File: src/rtl/alu_pipe.sv
// alu_pipe: two-stage pipelined WIDTH-bit ALU with status flags and
// valid/ready handshakes on both the operand and result sides.
module alu_pipe #(
    parameter int WIDTH = 8,
    parameter int SHW   = $clog2(WIDTH)
) (
    input  logic             clk,
    input  logic             rst,
    input  logic             in_valid,
    output logic             in_ready,
    input  logic [WIDTH-1:0] A,
    input  logic [WIDTH-1:0] B,
    input  logic [2:0]       op,
    output logic             out_valid,
    input  logic             out_ready,
    output logic [WIDTH-1:0] result,
    output logic             flag_z,
    output logic             flag_n,
    output logic             flag_c,
    output logic             flag_v
);

    typedef enum logic [2:0] {
        OP_ADD = 3'b000,
        OP_SUB = 3'b001,
        OP_AND = 3'b010,
        OP_OR  = 3'b011,
        OP_XOR = 3'b100,
        OP_SHL = 3'b101,
        OP_SHR = 3'b110,
        OP_SLT = 3'b111
    } op_e;

    // Stage 1 operand register
    logic             v1;
    logic [WIDTH-1:0] a1;
    logic [WIDTH-1:0] b1;
    op_e              op1;

    // Stage 2 valid; the result/flag registers are the output ports
    logic             v2;

    // Stall control
    logic             adv2;
    logic             adv1;

    // Stage 2 combinational results
    logic [WIDTH-1:0] res_c;
    logic [WIDTH:0]   ext_c;
    logic             c_c;
    logic             v_c;

    // S2 may take a new beat when it is empty or its beat is leaving.
    // in_ready depends only on state and out_ready, never on in_valid.
    always_comb begin
        adv2     = !v2 || out_ready;
        adv1     = v1 && adv2;
        in_ready = !v1 || adv2;
    end

    assign out_valid = v2;

    // Operation datapath evaluated on the S1 operands
    always_comb begin
        // NOTE: every output gets a default first so no path through the case infers a latch.
        res_c = '0;
        ext_c = '0;
        c_c   = 1'b0;
        v_c   = 1'b0;
        unique case (op1)
            OP_ADD: begin
                ext_c = {1'b0, a1} + {1'b0, b1};
                res_c = ext_c[WIDTH-1:0];
                c_c   = ext_c[WIDTH];
                v_c   = (a1[WIDTH-1] == b1[WIDTH-1]) && (res_c[WIDTH-1] != a1[WIDTH-1]);
            end
            OP_SUB: begin
                // The borrow out of the extended subtraction is set exactly when a1 < b1 unsigned.
                ext_c = {1'b0, a1} - {1'b0, b1};
                res_c = ext_c[WIDTH-1:0];
                c_c   = ext_c[WIDTH];
                v_c   = (a1[WIDTH-1] != b1[WIDTH-1]) && (res_c[WIDTH-1] != a1[WIDTH-1]);
            end
            OP_AND: res_c = a1 & b1;
            OP_OR:  res_c = a1 | b1;
            OP_XOR: res_c = a1 ^ b1;
            OP_SHL: res_c = a1 << b1[SHW-1:0];
            OP_SHR: res_c = a1 >> b1[SHW-1:0];
            OP_SLT: res_c = {{(WIDTH-1){1'b0}}, ($signed(a1) < $signed(b1))};
            default: res_c = '0;
        endcase
    end

    // Stage 1: capture operands on an input handshake; clear v1 when draining with no new beat
    always_ff @(posedge clk) begin
        if (rst) begin
            // NOTE: only the valid bit is reset; operand registers may hold stale data while v1 is 0.
            v1 <= 1'b0;
        end else if (in_ready) begin
            // NOTE: non-blocking assignments so every register samples pre-edge values.
            v1 <= in_valid;
            if (in_valid) begin
                a1  <= A;
                b1  <= B;
                op1 <= op_e'(op);
            end
        end
    end

    // Stage 2: register result and flags; hold everything while the consumer stalls
    always_ff @(posedge clk) begin
        if (rst) begin
            v2     <= 1'b0;
            result <= '0;
            flag_z <= 1'b0;
            flag_n <= 1'b0;
            flag_c <= 1'b0;
            flag_v <= 1'b0;
        end else if (adv2) begin
            v2 <= v1;
            if (adv1) begin
                result <= res_c;
                flag_z <= (res_c == '0);
                flag_n <= res_c[WIDTH-1];
                flag_c <= c_c;
                flag_v <= v_c;
            end
        end
    end

endmodule

File: config.mk
export PLATFORM = sky130hd
export DESIGN_NAME = alu_pipe
export DESIGN_NICKNAME = d
export VERILOG_FILES = /design/src/rtl/alu_pipe.sv
export SDC_FILE = /design/constraint.sdc
export NUM_CORES = 1
export LEC_CHECK = 0
export ABC_CLOCK_PERIOD_IN_PS = 8200
export CAP_MARGIN = 10
export CORE_AREA = 2 2 82 84
export DETAILED_ROUTE_END_ITERATION = 10
export DIE_AREA = 0 0 84 86
export GPL_ROUTABILITY_DRIVEN = 0
export GPL_TIMING_DRIVEN = 0
export PLACE_DENSITY = 0.67
export RECOVER_POWER = 50
export SLEW_MARGIN = 10
export SYNTH_ARGS = -nofsm -noshare
export SYNTH_HDL_FRONTEND = slang
export SYNTH_SLANG_ARGS = --single-unit
File: constraint.sdc
create_clock -name clk -period 8.2 [get_ports clk]
set_input_delay 0.82 -clock clk [delete_from_list [all_inputs] [get_ports clk]]
set_output_delay 0.82 -clock clk [all_outputs]
set_load 0.01 [all_outputs]
Word level (Yosys, flattened, before mapping)
Cells that the tools add are included.

word-level totals
  bits in registers = 33
  bits of input ports = 23
  word-level logic and storage cells = 44

cells by class
  add/subtract/negate cells = 2
  reduce and logical (&&, ||, !) cells = 11
  order comparisons = 1
  mux-type cells = 3
  eq/ne operators = 11
  bitwise logic cells = 4
  shifts and indexed selects = 2

operators by type and width
  cell                                                  count
  case mux 8 bit (8 select lines)                       1
  equality test 3 bit (second input constant)           4
  adder 8 x 8 -> 9 bit                                  1
  subtractor 8 x 8 -> 9 bit                             1
  bitwise AND 8 bit                                     1
  logical NOT 8 bit                                     1
  < comparator 8 bit                                    1
  OR 8 bit                                              1
  << shifter 8 x 3 -> 8 bit                             1
  right shift 8 x 3 -> 8 bit                            1
  XOR 8 bit                                             1
  equality test 3 x 2 -> 1 bit (second input constant)  2
  case mux 1 bit (2 select lines)                       2
  equality test 3 x 1 -> 1 bit (second input constant)  1
  logical AND 1 bit                                     3
  logical NOT 3 bit                                     1
  inequality test 1 bit                                 3
  AND reduction 3 bit                                   1
  logical NOT 1 bit                                     2
  logical OR 1 bit                                      2
  AND reduction 2 bit                                   1
  equality test 1 bit                                   1
  NOT 1 bit                                             1

Longest topological paths before layout
Gate-level depths: netlist of run 1.

  depth after elaboration = 4
  gate-level depth with buffers = 11
  depth with buffers taken out = 10

Least setup slack after synthesis of run 1
No wires, ideal clock.

  kind = flip-flop to flip-flop
  start point = reg b1[1]
  end point = reg result[7]
  cell stages (with the launch flop) = 12
  buffers on the path = 2
  data arrival time = 2.507 ns
  slack = 5.579 ns
  required time = 8.086 ns
  period minus slack after synthesis = 2.621 ns
  setup time = 0.114 ns
  path through = edfxtp_1 buf_2 buf_2 inv_1 ha_1 o21bai_1 a2111oi_1 o21ai_0 and3b_1 o22ai_1 o21ai_0 nor2b_1

between the ends
  longest elaborated chain between the ends = 2
  elaborated cells on any way between the ends = 5

RTL lines
  element                                                  RTL line  source
  from (decl)                                              37        logic [WIDTH-1:0] b1;
  from (signal assigned)                                   104       b1 <= B;
  subtractor 8 x 8 -> 9 bit, or another cell as far along  79        ext_c = {1'b0, a1} - {1'b0, b1};
  case mux 8 bit (8 select lines) *                        70        unique case (op1)
  to (signal assigned)                                     122       result <= res_c;
  to (decl)                                                16        output logic [WIDTH-1:0] result,

Every way passes the cells marked *; elsewhere a longest branch is shown, timed or not.
A chain may end at the register's enable or synchronous reset.

Worst setup path after layout of run 1
Same ends and word-level chain as after synthesis.

==> results, run 1 <==
- For this run, the number of Yosys warnings is 0.
- The final-layout setup total negative slack is 0 ns.
- The number of optimization iterations in the first detailed-route pass is 5.
- The count of hold buffers inserted by post-cts repair is 0.
- For this run the aggregate overflow at the end of global routing stands at 0.
- Of all nets on the critical path, the largest fanout is 10.
- After clock tree synthesis, the clock-pin slew on the worst setup and hold paths is 0.07 ns.
- In this run the power spent charging and discharging nets is 132 uW.
- For this run, the register share of the synthesized area comes to 29.6%.
- The synthesized design contains 32 register bits.
- The area growth from synthesis to layout is 20.6%.
- The final hold violation count is 0.
- The chip height is 86 microns.
- OpenSTA, run right after detailed placement, puts the worst setup slack at 4.96 ns.
- After synthesis, the cell types taking the most area are sky130_fd_sc_hd__edfxtp_1, sky130_fd_sc_hd__ha_1, sky130_fd_sc_hd__dfxtp_1, sky130_fd_sc_hd__inv_1, sky130_fd_sc_hd__nor2_1.
- Counting along the longest clock path gives a buffer depth of 2.
- The switching portion of total power is 29.1%.
- Among all flip-flop cells after synthesis, the most frequent one is sky130_fd_sc_hd__edfxtp_1.
- The number of nets at the end of the flow is 408.
- The kind of path behind the tightest hold check is flop to flop.
- For this design the ratio of total power to cell area is 134 nW/um^2.
- The later pin in the worst-skew pair is clocked with a latency of 0.30 ns.
- VDD sags by at most 94.7 uV.
- The root buffer cell chosen for the clock tree is sky130_fd_sc_hd__clkbuf_8.
- The sequential share of power is 40.9%.
- The arrival time of data at the critical path endpoint is 3.48 ns.
- The HPWL after detailed placement is 5720 microns.
- The number of buffers created by CTS is 5.
- The final critical-path required period is 3.30 ns.
- STA classifies the critical path startpoint as a flop.
- The final count of pins violating max slew is 0.
- The number of enable-type register cells in the synthesized netlist is 19.
- Once the clock tree was built, the setup fixing pass inserted 0 buffers.
- The net count after synthesis is 365.
- Derived from the worst setup path, the maximum achievable clock frequency is 303 MHz.
- The clock tree synthesis step divided the H-tree into 2 levels.
- After filler insertion, the fill cell instance count of the layout stands at 611.
- In the global route stage, met2 resource usage came out at 35.9%.
- STA puts the critical path data required time at 8.38 ns.
- The number of instances resized during post-cts repair is 0.
- Once placement finished, the instance area stood at 3260 sq um.
- The initial antenna violation count is 0.
- Pin placement for this block handled 37 I/O pins.
- The internal power is 322 uW.
- The type of destination of the critical path is a flop.
- After synthesis the cells add up to 2810 sq um.
- In the post-route analysis, the smallest setup slack over all paths is 4.90 ns.
- The clock sink count is 32.
- For met3 alone, demand over resource in global routing was 3.85%.
- Combinational cells account for 23.7% of the total power.
- The wire length of the first global-routing pass is 12000 microns.
- The initial cell density of the core is 44.7%.
- The total instance count after detailed placement is 428.
- The width of the die is 84 microns.
- The final critical-path share of the clock period is 40.2%.
- The number of global-route vias before repair is 2436.
- Counting every instance in the synthesized netlist gives 315.
- The count of cells in the finished layout, fillers not included, comes to 436.
- The library cell with the largest summed area after synthesis is sky130_fd_sc_hd__edfxtp_1.
- The part of the total power dissipated in the clock network is 35.4%.
- After global routing, the most crowded layer is met2.
- The number of diodes added for antenna fixing is 0.
- The mean instance size in the synthesized netlist is 8.91 sq um.
- At the end of the flow the core is filled with cells to 53.9%.
- During placement, the flow inserted port buffers numbering 36.
- The count of distinct cell types in the synthesized netlist is 63.
- Ranked by instance count, the synthesized netlist is headed by sky130_fd_sc_hd__inv_1, sky130_fd_sc_hd__nor2_1, sky130_fd_sc_hd__ha_1, sky130_fd_sc_hd__nand2_1, sky130_fd_sc_hd__edfxtp_1.
- Entering global routing, the biggest net connects 20 pins.
- The leakage dissipation is 0.00137 uW.
- The final-report setup violation count is 0.
- The top cell type's share of synthesized area is 20.3%.
- The clock tree skew after final layout is 0.0103 ns.
- Setup repair after global routing left no endpoint under its margin.
- The area of the die is 7220 sq um.
- The number of max-cap violations is 0.
- In the final routed layout, each cell accounts on average for 16.9 microns.
- The all-layer global routing usage is 20.9%.
- The detailed-route DRC error count is 0.
- After floorplanning, the core was divided into 29 placement rows.
- The first-iteration detailed-routing DRC count is 241.
- The via density per instance is 5.99.
- Among all cell types in the netlist, the one instantiated most often is sky130_fd_sc_hd__inv_1.
- The final layout contains routed wiring with a total length of 7350 microns.
- The worst setup path is of the flop to flop kind.
- The detail route stage leaves a number of antenna-violating nets equal to 0.
- The fraction of synthesis flops using an asynchronous set or reset pin is 0%.
- The run finished with clean final reports.
- After floorplanning, the core was sized to cover 6280 sq um.
- The routed layout has 2613 vias.
- The TritonCTS clock tree is done.
- For the pin with the worst max-slew slack, the measured transition is 0.861 ns.
- After routing the design area is 3390 sq um.
- The proportion of layout cells with a drive suffix above 1 is 7.24%.
- For this run, global-route usage on met1 was measured as 26.6%.
- Headroom to the max-slew limit came out at 42.6%.
## final cells by class
cell class	count	area (sq um)	share of cell area [%]
plain buffers	19	96.3	2.85
repair buffers	36	360	10.6
clock buffers	8	121	3.58
flip-flops and latches	32	831	24.5
multi-input cells	236	1780	52.4
well taps	77	96.3	2.85
inverters	28	105	3.10
## critical path, stage by stage (launching register included)
cell and delay (ns):
sky130_fd_sc_hd__edfxtp_1 0.47, sky130_fd_sc_hd__buf_2 0.28, sky130_fd_sc_hd__buf_2 0.26, sky130_fd_sc_hd__inv_1 0.17, sky130_fd_sc_hd__ha_1 0.34, sky130_fd_sc_hd__a21oi_1 0.24, sky130_fd_sc_hd__o221ai_1 0.23, sky130_fd_sc_hd__o41ai_1 0.60
sky130_fd_sc_hd__xnor2_1 0.12, sky130_fd_sc_hd__o22ai_1 0.22, sky130_fd_sc_hd__o21ai_0 0.12, sky130_fd_sc_hd__nor2b_1 0.13
## worst paths after layout
kind / end / depth (start not counted) / startpoint / slack, ns
worst max register to register: result[7] / 11 / b1[1] / 4.90
worst max-delay path: result[7] / 11 / b1[1] / 4.90
worst min register to register: flag_v / 2 / flag_v / 0.46
worst min-delay path: flag_v / 2 / flag_v / 0.46
## metal layers
metal	up-vias	part of all wire (%)
li1	1244	-
met1	1235	43
met2	118	48
met3	16	6.0
met4	0	2.4
met5	-	0
## flip-flops by register name (all words and copies together) (netlist names)
| name | count |
|---|---|
| op1 | 3 |
| flag_v | 1 |
| flag_z | 1 |
| result | 8 |
| flag_c | 1 |
| b1 | 8 |
| out_valid | 1 |
| v1 | 1 |
| a1 | 8 |
## power groups by stage
stage          Clock [uW]  Sequential (uW)  Combinational (uW)
6_report              161              186                 108
5_1_grt               174              187                 117
4_1_cts               164              186                 109
3_5_place_dp            0              190                 108
3_3_place_gp            0              189                 107
2_1_floorplan           0              189                70.3
## kinds of logic (layout without fill, tap and decap cells)
family,count (synthesis),in the layout,share of synthesized area [%]
AND/OR/NAND/NOR,105,105,19.3
buffers and inverters,47,91,7.17
flip-flops,32,32,29.6
multiplexers,14,14,8.16
adder cells (fa/ha/maj),27,27,12.6
AO/OA/AOI/OAI,83,83,21.0
XOR/XNOR,7,7,2.18
## stage by stage
step,hold slack (ns),total power [uW]
after global routing,0.498,478
final,0.458,455
after floorplan,0.481,260
after detailed placement,0.455,298
after global placement,0.449,297
after CTS,0.464,460
## layout by cell type (no fill, tap or decap), types with 3 or more instances in the layout
cell / n
sky130_fd_sc_hd__dlygate4sd3_1: 31
sky130_fd_sc_hd__inv_1: 28
sky130_fd_sc_hd__nor2_1: 27
sky130_fd_sc_hd__ha_1: 25
sky130_fd_sc_hd__nand2_1: 23
sky130_fd_sc_hd__edfxtp_1: 19
sky130_fd_sc_hd__a21oi_1: 14
sky130_fd_sc_hd__o21ai_0: 14
sky130_fd_sc_hd__dfxtp_1: 13
sky130_fd_sc_hd__nor3_1: 12
sky130_fd_sc_hd__nor2b_1: 10
sky130_fd_sc_hd__a211oi_1: 10
sky130_fd_sc_hd__clkbuf_1: 8
sky130_fd_sc_hd__buf_2: 8
sky130_fd_sc_hd__nand2b_1: 8
sky130_fd_sc_hd__clkbuf_8: 7
sky130_fd_sc_hd__mux2i_1: 6
sky130_fd_sc_hd__o22ai_1: 5
sky130_fd_sc_hd__xnor2_1: 5
sky130_fd_sc_hd__a221oi_1: 5
sky130_fd_sc_hd__clkdlybuf4s50_1: 5
sky130_fd_sc_hd__o211ai_1: 4
sky130_fd_sc_hd__mux4_1: 3
sky130_fd_sc_hd__nand3b_1: 3
sky130_fd_sc_hd__nand3_1: 3
sky130_fd_sc_hd__o221ai_1: 3
sky130_fd_sc_hd__and2_1: 3
sky130_fd_sc_hd__mux4_2: 3
Note: power is estimated with default switching activity, not from simulation.
==> inputs of run 2 (changes only) <==
ABC_CLOCK_PERIOD_IN_PS = 3450   (was 8200)
clock period = 3.45 ns   (was 8.2 ns; I/O delays follow)
==> results, run 2 (synthesis results as in run 1) <==
- The flow ran to the end, and the final reports show no timing, DRC or antenna violations.
- The standard cell with the maximum stage delay on the critical path is sky130_fd_sc_hd__edfxtp_1.
- TritonCTS built the clock tree.
- The internal power was 768 uW (+140%).
- The end point of the critical path is flag_z.
- The number of nets at the end of the flow is 407 (-0.25%).
- The remaining global-route overflow is 0 (unchanged).
- The final-layout setup total negative slack is 0 ns (unchanged).
- The largest net degree at the start of global routing is 20 (unchanged).
- The count of port buffers added during placement came to 36 (unchanged).
- The core footprint is 6280 sq um (unchanged).
- The all-layer global routing usage is 20.9% (unchanged).
- The most common cell after layout, fill and taps aside is sky130_fd_sc_hd__dlygate4sd3_1.
- The clock root buffer is sky130_fd_sc_hd__clkbuf_8.
- The clock tree skew after final layout came to 0.00996 ns (-0.000340 ns).
- The net switching power of the design is 315 uW (+140%).
- The final critical-path required period is 3.16 ns (-0.141 ns).
- The actual slew at the worst max-slew pin is 0.854 ns (-0.00625 ns).
- The maximum achievable frequency was 317 MHz (+4.5%).
- The detailed-route DRC error count is 0 (unchanged).
- The initial antenna violation count is 0 (unchanged).
- The required time of the critical path is 3.66 ns (-4.72 ns).
- The switching portion of total power is 29.1% (+0.043 points).
- The startpoint identified for the worst register-to-register timing path is b1[1].
- The H-tree level count is 2 (unchanged).
- The max-slew headroom at the worst pin was 43.0% (+0.42 points).
- The number of buffers created by CTS is 5 (unchanged).
- In this run the critical register-to-register path is captured at flag_z.
- The worst voltage drop across the vdd grid came to 225 uV (+140%).
- The final hold violation count is 0 (unchanged).
- The number of cells on the worst reg-to-reg path is 11 (unchanged).
- The via density per instance came to 6.00 (+0.15%).
- The total power is 1080 uW (+140%).
- The arrival time of data at the critical path endpoint is 3.37 ns (-0.11 ns).
- The proportion of layout cells with a drive suffix above 1 came to 8.10% (+0.86 points).
- The worst setup path category is flop to flop.
- The HPWL after detailed placement is 5720 microns (unchanged).
- The clock latency reported for the late side of the worst-skew pair was 0.30 ns (about the same).
- The sequential share of power is 41.0% (about the same).
- The setup fix buffers added after clock tree synthesis is 0 (unchanged).
- The initial cell density of the core is 44.7% (unchanged).
- The area of the die was 7220 sq um (unchanged).
- The power density of the placed cells is 318 nW/um^2 (+140%).
- The number of optimization iterations in the first detailed-route pass is 5 (unchanged).
- Among the stages of the critical path, the cell type that occurs most often is sky130_fd_sc_hd__buf_2.
- The hold path startpoint is flag_v.
- The wire length of the first global-routing pass came to 12000 microns (unchanged).
- The final critical-path share of the clock period is 91.5% (+51 points).
- The part of the total power dissipated in the clock network is 35.2% (-0.2 points).
- The final-layout worst hold slack is 0.458 ns (+0.0000140 ns).
- The worst setup path is captured at a flop.
- The total wirelength of the detailed-routed design came to 7370 microns (+0.26%).
- The number of diodes added for antenna fixing is 0 (unchanged).
- The maximum net fanout on the critical path was 10 (unchanged).
- The overall via count from detail_route is 2611 (-0.077%).
- The maximum root-to-sink buffer count is 2 (unchanged).
- The final count of pins violating max slew was 0 (unchanged).
- The final design instance area without fill is 3400 sq um (+0.41%).
- The number of ports placed on the die boundary is 37 (unchanged).
- Setup repair after global routing left no endpoint under its margin.
- The area of placed instances is 3260 sq um (unchanged).
- The critical path starts at b1[1].
- The final-report setup violation count is 0 (unchanged).
- The library cells used most frequently in the layout, excluding fill and tap cells, are sky130_fd_sc_hd__dlygate4sd3_1, sky130_fd_sc_hd__inv_1, sky130_fd_sc_hd__nor2_1.
- The largest registers in the layout are a1 x8, b1 x8, result x8.
- The flop-to-flop setup slack is 0.29 ns (-4.61 ns).
- The row count is 29 (unchanged).
- The combinational fraction of design power came to 23.8% (about the same).
- The chip height is 86 microns (unchanged).
- STA classifies the critical path startpoint as a flop.
- The leakage dissipation is 0.00138 uW (+0.36%).
- Relative to the synthesized area, the layout overhead comes to 21.1%.
- The count of hold buffers inserted by post-cts repair was 0 (unchanged).
- The worst hold path belongs to the class flop to flop.
- The number of max-cap violations is 0 (unchanged).
- The delay of the slowest critical-path stage is 0.48 ns (-0.12 ns).
- The clock-pin transition on the worst setup and hold timing paths came to 0.07 ns (about the same).
- The width of the die is 84 microns (unchanged).
- The post-route antenna net violation count is 0 (unchanged).
- The clock sink count came to 32 (unchanged).
- The detail-routed net length per standard cell is 16.9 microns (+0.49%).
- The signal on the critical path passes through buf_2, buf_2, inv_1, ha_1, o21bai_1, nor3b_1, or4_1, a32oi_1, nor4_1, nand4_1, o31ai_1.
- The number of global-route vias before repair is 2436 (unchanged).
- The first-iteration detailed-routing DRC count was 232 (-3.7%).
==> run 2: timing repair <==
item	in CTS	in global routing
resized for setup	0	3
endpoints found under the hold margin	0	0
endpoints found under the setup margin	0	2
==> run 2: stage by stage <==
step           setup WS (ns)  utilization (%)  instances
3_5_place_dp           0.208             52.0        428
6_report               0.293             54.2        435
2_1_floorplan          0.829                -        315
3_3_place_gp           0.209             52.0        428
5_1_grt              0.00712             54.2        435
4_1_cts                0.182             53.9        436
==> run 2: worst min-delay path by stage <==
stage / endpoint / depth (start not counted)
floorplan: result[7] / 1
global placement: result[3] / 2
detailed placement: result[3] / 2
CTS: result[3] / 2
global route: flag_v / 2
finish: flag_v / 2
==> run 2: per-layer routing <==
metal / vias up / global-route usage, % / part of all wire, %
li1: 1247 / - / -
met1: 1219 / 26.6 / 43
met2: 129 / 35.9 / 48
met3: 16 / 3.85 / 7.1
met4: 0 / 7.04 / 2.0
met5: - / 0 / 0
==> run 2: power by group through the flow <==
| stage | Clock (uW) | Combinational [uW] | Sequential (uW) |
|---|---|---|---|
| after CTS | 391 | 260 | 443 |
| final | 381 | 258 | 444 |
| after global placement | 0 | 255 | 450 |
| after detailed placement | 0 | 258 | 451 |
| after global routing | 413 | 280 | 447 |
| after floorplan | 0 | 167 | 450 |
==> run 2: area by class of cell <==
type	count	area, sq um
Sequential cell	32	831
Tap cell	77	96.3
Timing Repair Buffer	36	360
Buffer	18	92.6
Fill cell	607	2880
Multi-Input combinational cell	236	1790
Clock buffer	8	121
Inverter	28	105
==> run 2: worst max-delay path: cells and delay by family (launching register included) <==
kind,cells,cell delay (ns)
and+or+nand+nor,4,0.77
AOI/OAI and AO/OA,3,0.78
DFF,1,0.48
adders and majority gates,1,0.34
buffers and inverters,3,0.71
==> inputs of run 3 (changes only) <==
ABC_CLOCK_PERIOD_IN_PS = 3200   (was 3450)
clock period = 3.2 ns   (was 3.45 ns; I/O delays follow)
==> results, run 3 (synthesis results as in run 1) <==
- The combinational fraction of design power is 24.1% (+0.3 points).
- The clock tree skew after final layout is 0.0114 ns (+0.00147 ns).
- The clock-pin transition on the worst setup and hold timing paths came to 0.07 ns (about the same).
- The H-tree level count is 2 (unchanged).
- The initial cell density of the core is 44.7% (unchanged).
- The number of nets at the end of the flow came to 413 (+1.5%).
- The worst voltage drop across the vdd grid is 245 uV (+8.7%).
- The most common cell after layout, fill and taps aside is sky130_fd_sc_hd__dlygate4sd3_1.
- The final design instance area without fill is 3450 sq um (+1.5%).
- The post-route antenna net violation count is 0 (unchanged).
- The total wirelength of the detailed-routed design came to 7420 microns (+0.72%).
- The final count of pins violating max slew came to 0 (unchanged).
- The arrival time of data at the critical path endpoint is 3.16 ns (-0.21 ns).
- The number of ports placed on the die boundary is 37 (unchanged).
- The detailed-route DRC error count was 0 (unchanged).
- The number of buffers created by CTS is 5 (unchanged).
- The remaining global-route overflow is 0 (unchanged).
- The worst register-to-register path ends at result[7].
- The initial antenna violation count was 0 (unchanged).
- The actual slew at the worst max-slew pin was 0.858 ns (+0.00355 ns).
- The internal power is 832 uW (+8.4%).
- The final critical-path share of the clock period is 93.1% (+1.6 points).
- The first-iteration detailed-routing DRC count is 256 (+10%).
- The via density per instance is 5.97 (-0.60%).
- The number of cells on the worst reg-to-reg path is 11 (unchanged).
- The maximum net fanout on the critical path is 10 (unchanged).
- The count of hold buffers inserted by post-cts repair is 0 (unchanged).
- The final-layout setup total negative slack was 0 ns (unchanged).
- The category of the worst setup path launch point is a flop.
- The worst setup path category is flop to flop.
- TritonCTS built the clock tree.
- The clock root buffer is sky130_fd_sc_hd__clkbuf_8.
- The area taken by flip-flops and latches is 831 sq um (unchanged).
- The number of diodes added for antenna fixing is 0 (unchanged).
- Compared with the post-synthesis result, the final layout area differs by 22.9%.
- The switching portion of total power came to 29.4% (+0.26 points).
- The library cells used most frequently in the layout, excluding fill and tap cells, are sky130_fd_sc_hd__dlygate4sd3_1, sky130_fd_sc_hd__inv_1, sky130_fd_sc_hd__nor2_1.
- The number of inserted filler cells in the final layout is 600 (-1.2%).
- The final critical-path required period is 2.98 ns (-0.179 ns).
- The part of the total power dissipated in the clock network is 35.4% (+0.2 points).
- The maximum root-to-sink buffer count came to 2 (unchanged).
- The required time of the critical path was 3.38 ns (-0.28 ns).
- The area of placed instances is 3260 sq um (unchanged).
- The end point of the critical path is result[7].
- The detail-routed net length per standard cell is 16.8 microns (-0.65%).
- The power density of the placed cells came to 341 nW/um^2 (+7.1%).
- The sequential share of power was 40.5% (-0.5 points).
- The clock sink count is 32 (unchanged).
- The utilization of the core after routing is 55.0% (+0.82 points).
- The clock latency reported for the late side of the worst-skew pair is 0.30 ns (about the same).
- The start of the worst register-to-register path is b1[1].
- The net switching power of the design came to 346 uW (+9.7%).
- The cell count of the worst hold path is 2 (unchanged).
- The flop-to-flop setup slack is 0.22 ns (-0.07 ns).
- The number of optimization iterations in the first detailed-route pass is 5 (unchanged).
- The final hold violation count is 0 (unchanged).
- The proportion of layout cells with a drive suffix above 1 is 9.89% (+1.8 points).
- The area of the die is 7220 sq um (unchanged).
- The max-slew headroom at the worst pin is 42.8% (-0.24 points).
- The row count is 29 (unchanged).
- The number of global-route vias before repair is 2438 (+0.082%).
- The flow ran to the end, and the final reports show no timing, DRC or antenna violations.
- The chip height is 86 microns (unchanged).
- The width of the die is 84 microns (unchanged).
- The worst setup path startpoint is b1[1].
- The wire length of the first global-routing pass is 12000 microns (+0.17%).
- The HPWL after detailed placement is 5720 microns (unchanged).
- The largest registers in the layout are a1 x8, b1 x8, result x8.
- The overall via count from detail_route came to 2631 (+0.77%).
- The maximum achievable frequency is 336 MHz (+6.0%).
- The number of max-cap violations is 0 (unchanged).
- Setup repair after global routing left no endpoint under its margin.
- The leakage dissipation was 0.00141 uW (+2.3%).
- The largest net degree at the start of global routing was 20 (unchanged).
- The final-report setup violation count is 0 (unchanged).
- The kind of path behind the tightest hold check is flop to flop.
- The count of port buffers added during placement is 36 (unchanged).
- The all-layer global routing usage came to 20.9% (about the same).
- The multi-input logic area is 1800 sq um (+0.21%).
- The core footprint is 6280 sq um (unchanged).
- The type of destination of the critical path is a flop.
==> run 3: worst min-delay path by stage <==
stage,endpoint,slack (ns),start
2_1_floorplan,result[7],0.39,rst
3_3_place_gp,result[3],0.45,result[3]
3_5_place_dp,result[3],0.45,result[3]
4_1_cts,result[3],0.46,result[3]
5_1_grt,flag_v,0.50,flag_v
6_report,flag_v,0.46,flag_v
==> run 3: per-layer routing <==
metal	track usage, %	part of all wire (%)
met5	0	0
met4	7.04	2.2
met3	3.85	7.2
met2	36.0	48
met1	26.6	43
==> run 3: area by class of cell <==
class	count	area share, %
sequential	32	24.1
multi-input combinational	236	52.1
tap	77	2.79
inverter	28	3.05
clock buffer	8	3.52
timing repair buffer	42	11.7
buffer	18	2.76
==> run 3: power groups by stage <==
stage	sequential [uW]	combinational [uW]	clock, uW
final	477	284	417
after global routing	481	309	445
after CTS	477	281	421
after detailed placement	487	278	0
after global placement	485	275	0
after floorplan	485	180	0
==> run 3: through the flow <==
stage	instances	power [uW]	hold WS [ns]	setup slack (ns)
floorplan	315	666	0.392	0.579
detailed placement	428	765	0.455	-0.0423
global placement	428	761	0.449	-0.0413
CTS	436	1180	0.464	0.0217
global route	441	1230	0.498	0.0199
finish	441	1180	0.457	0.222
==> run 3: worst max-delay path, cell delays in order (launching register included) <==
cell and delay [ns]:
sky130_fd_sc_hd__edfxtp_1 0.39, sky130_fd_sc_hd__clkbuf_4 0.22, sky130_fd_sc_hd__buf_2 0.24, sky130_fd_sc_hd__inv_1 0.17, sky130_fd_sc_hd__ha_1 0.35, sky130_fd_sc_hd__a21oi_1 0.25
sky130_fd_sc_hd__o221ai_1 0.26, sky130_fd_sc_hd__o41ai_2 0.41, sky130_fd_sc_hd__xnor2_1 0.11, sky130_fd_sc_hd__o22ai_1 0.21, sky130_fd_sc_hd__o21ai_0 0.11, sky130_fd_sc_hd__nor2b_1 0.13
==> run 3: repair_timing <==
action	CTS	global route
setup endpoints to repair	2	6
buffers inserted	0	6
resized for setup	1	5
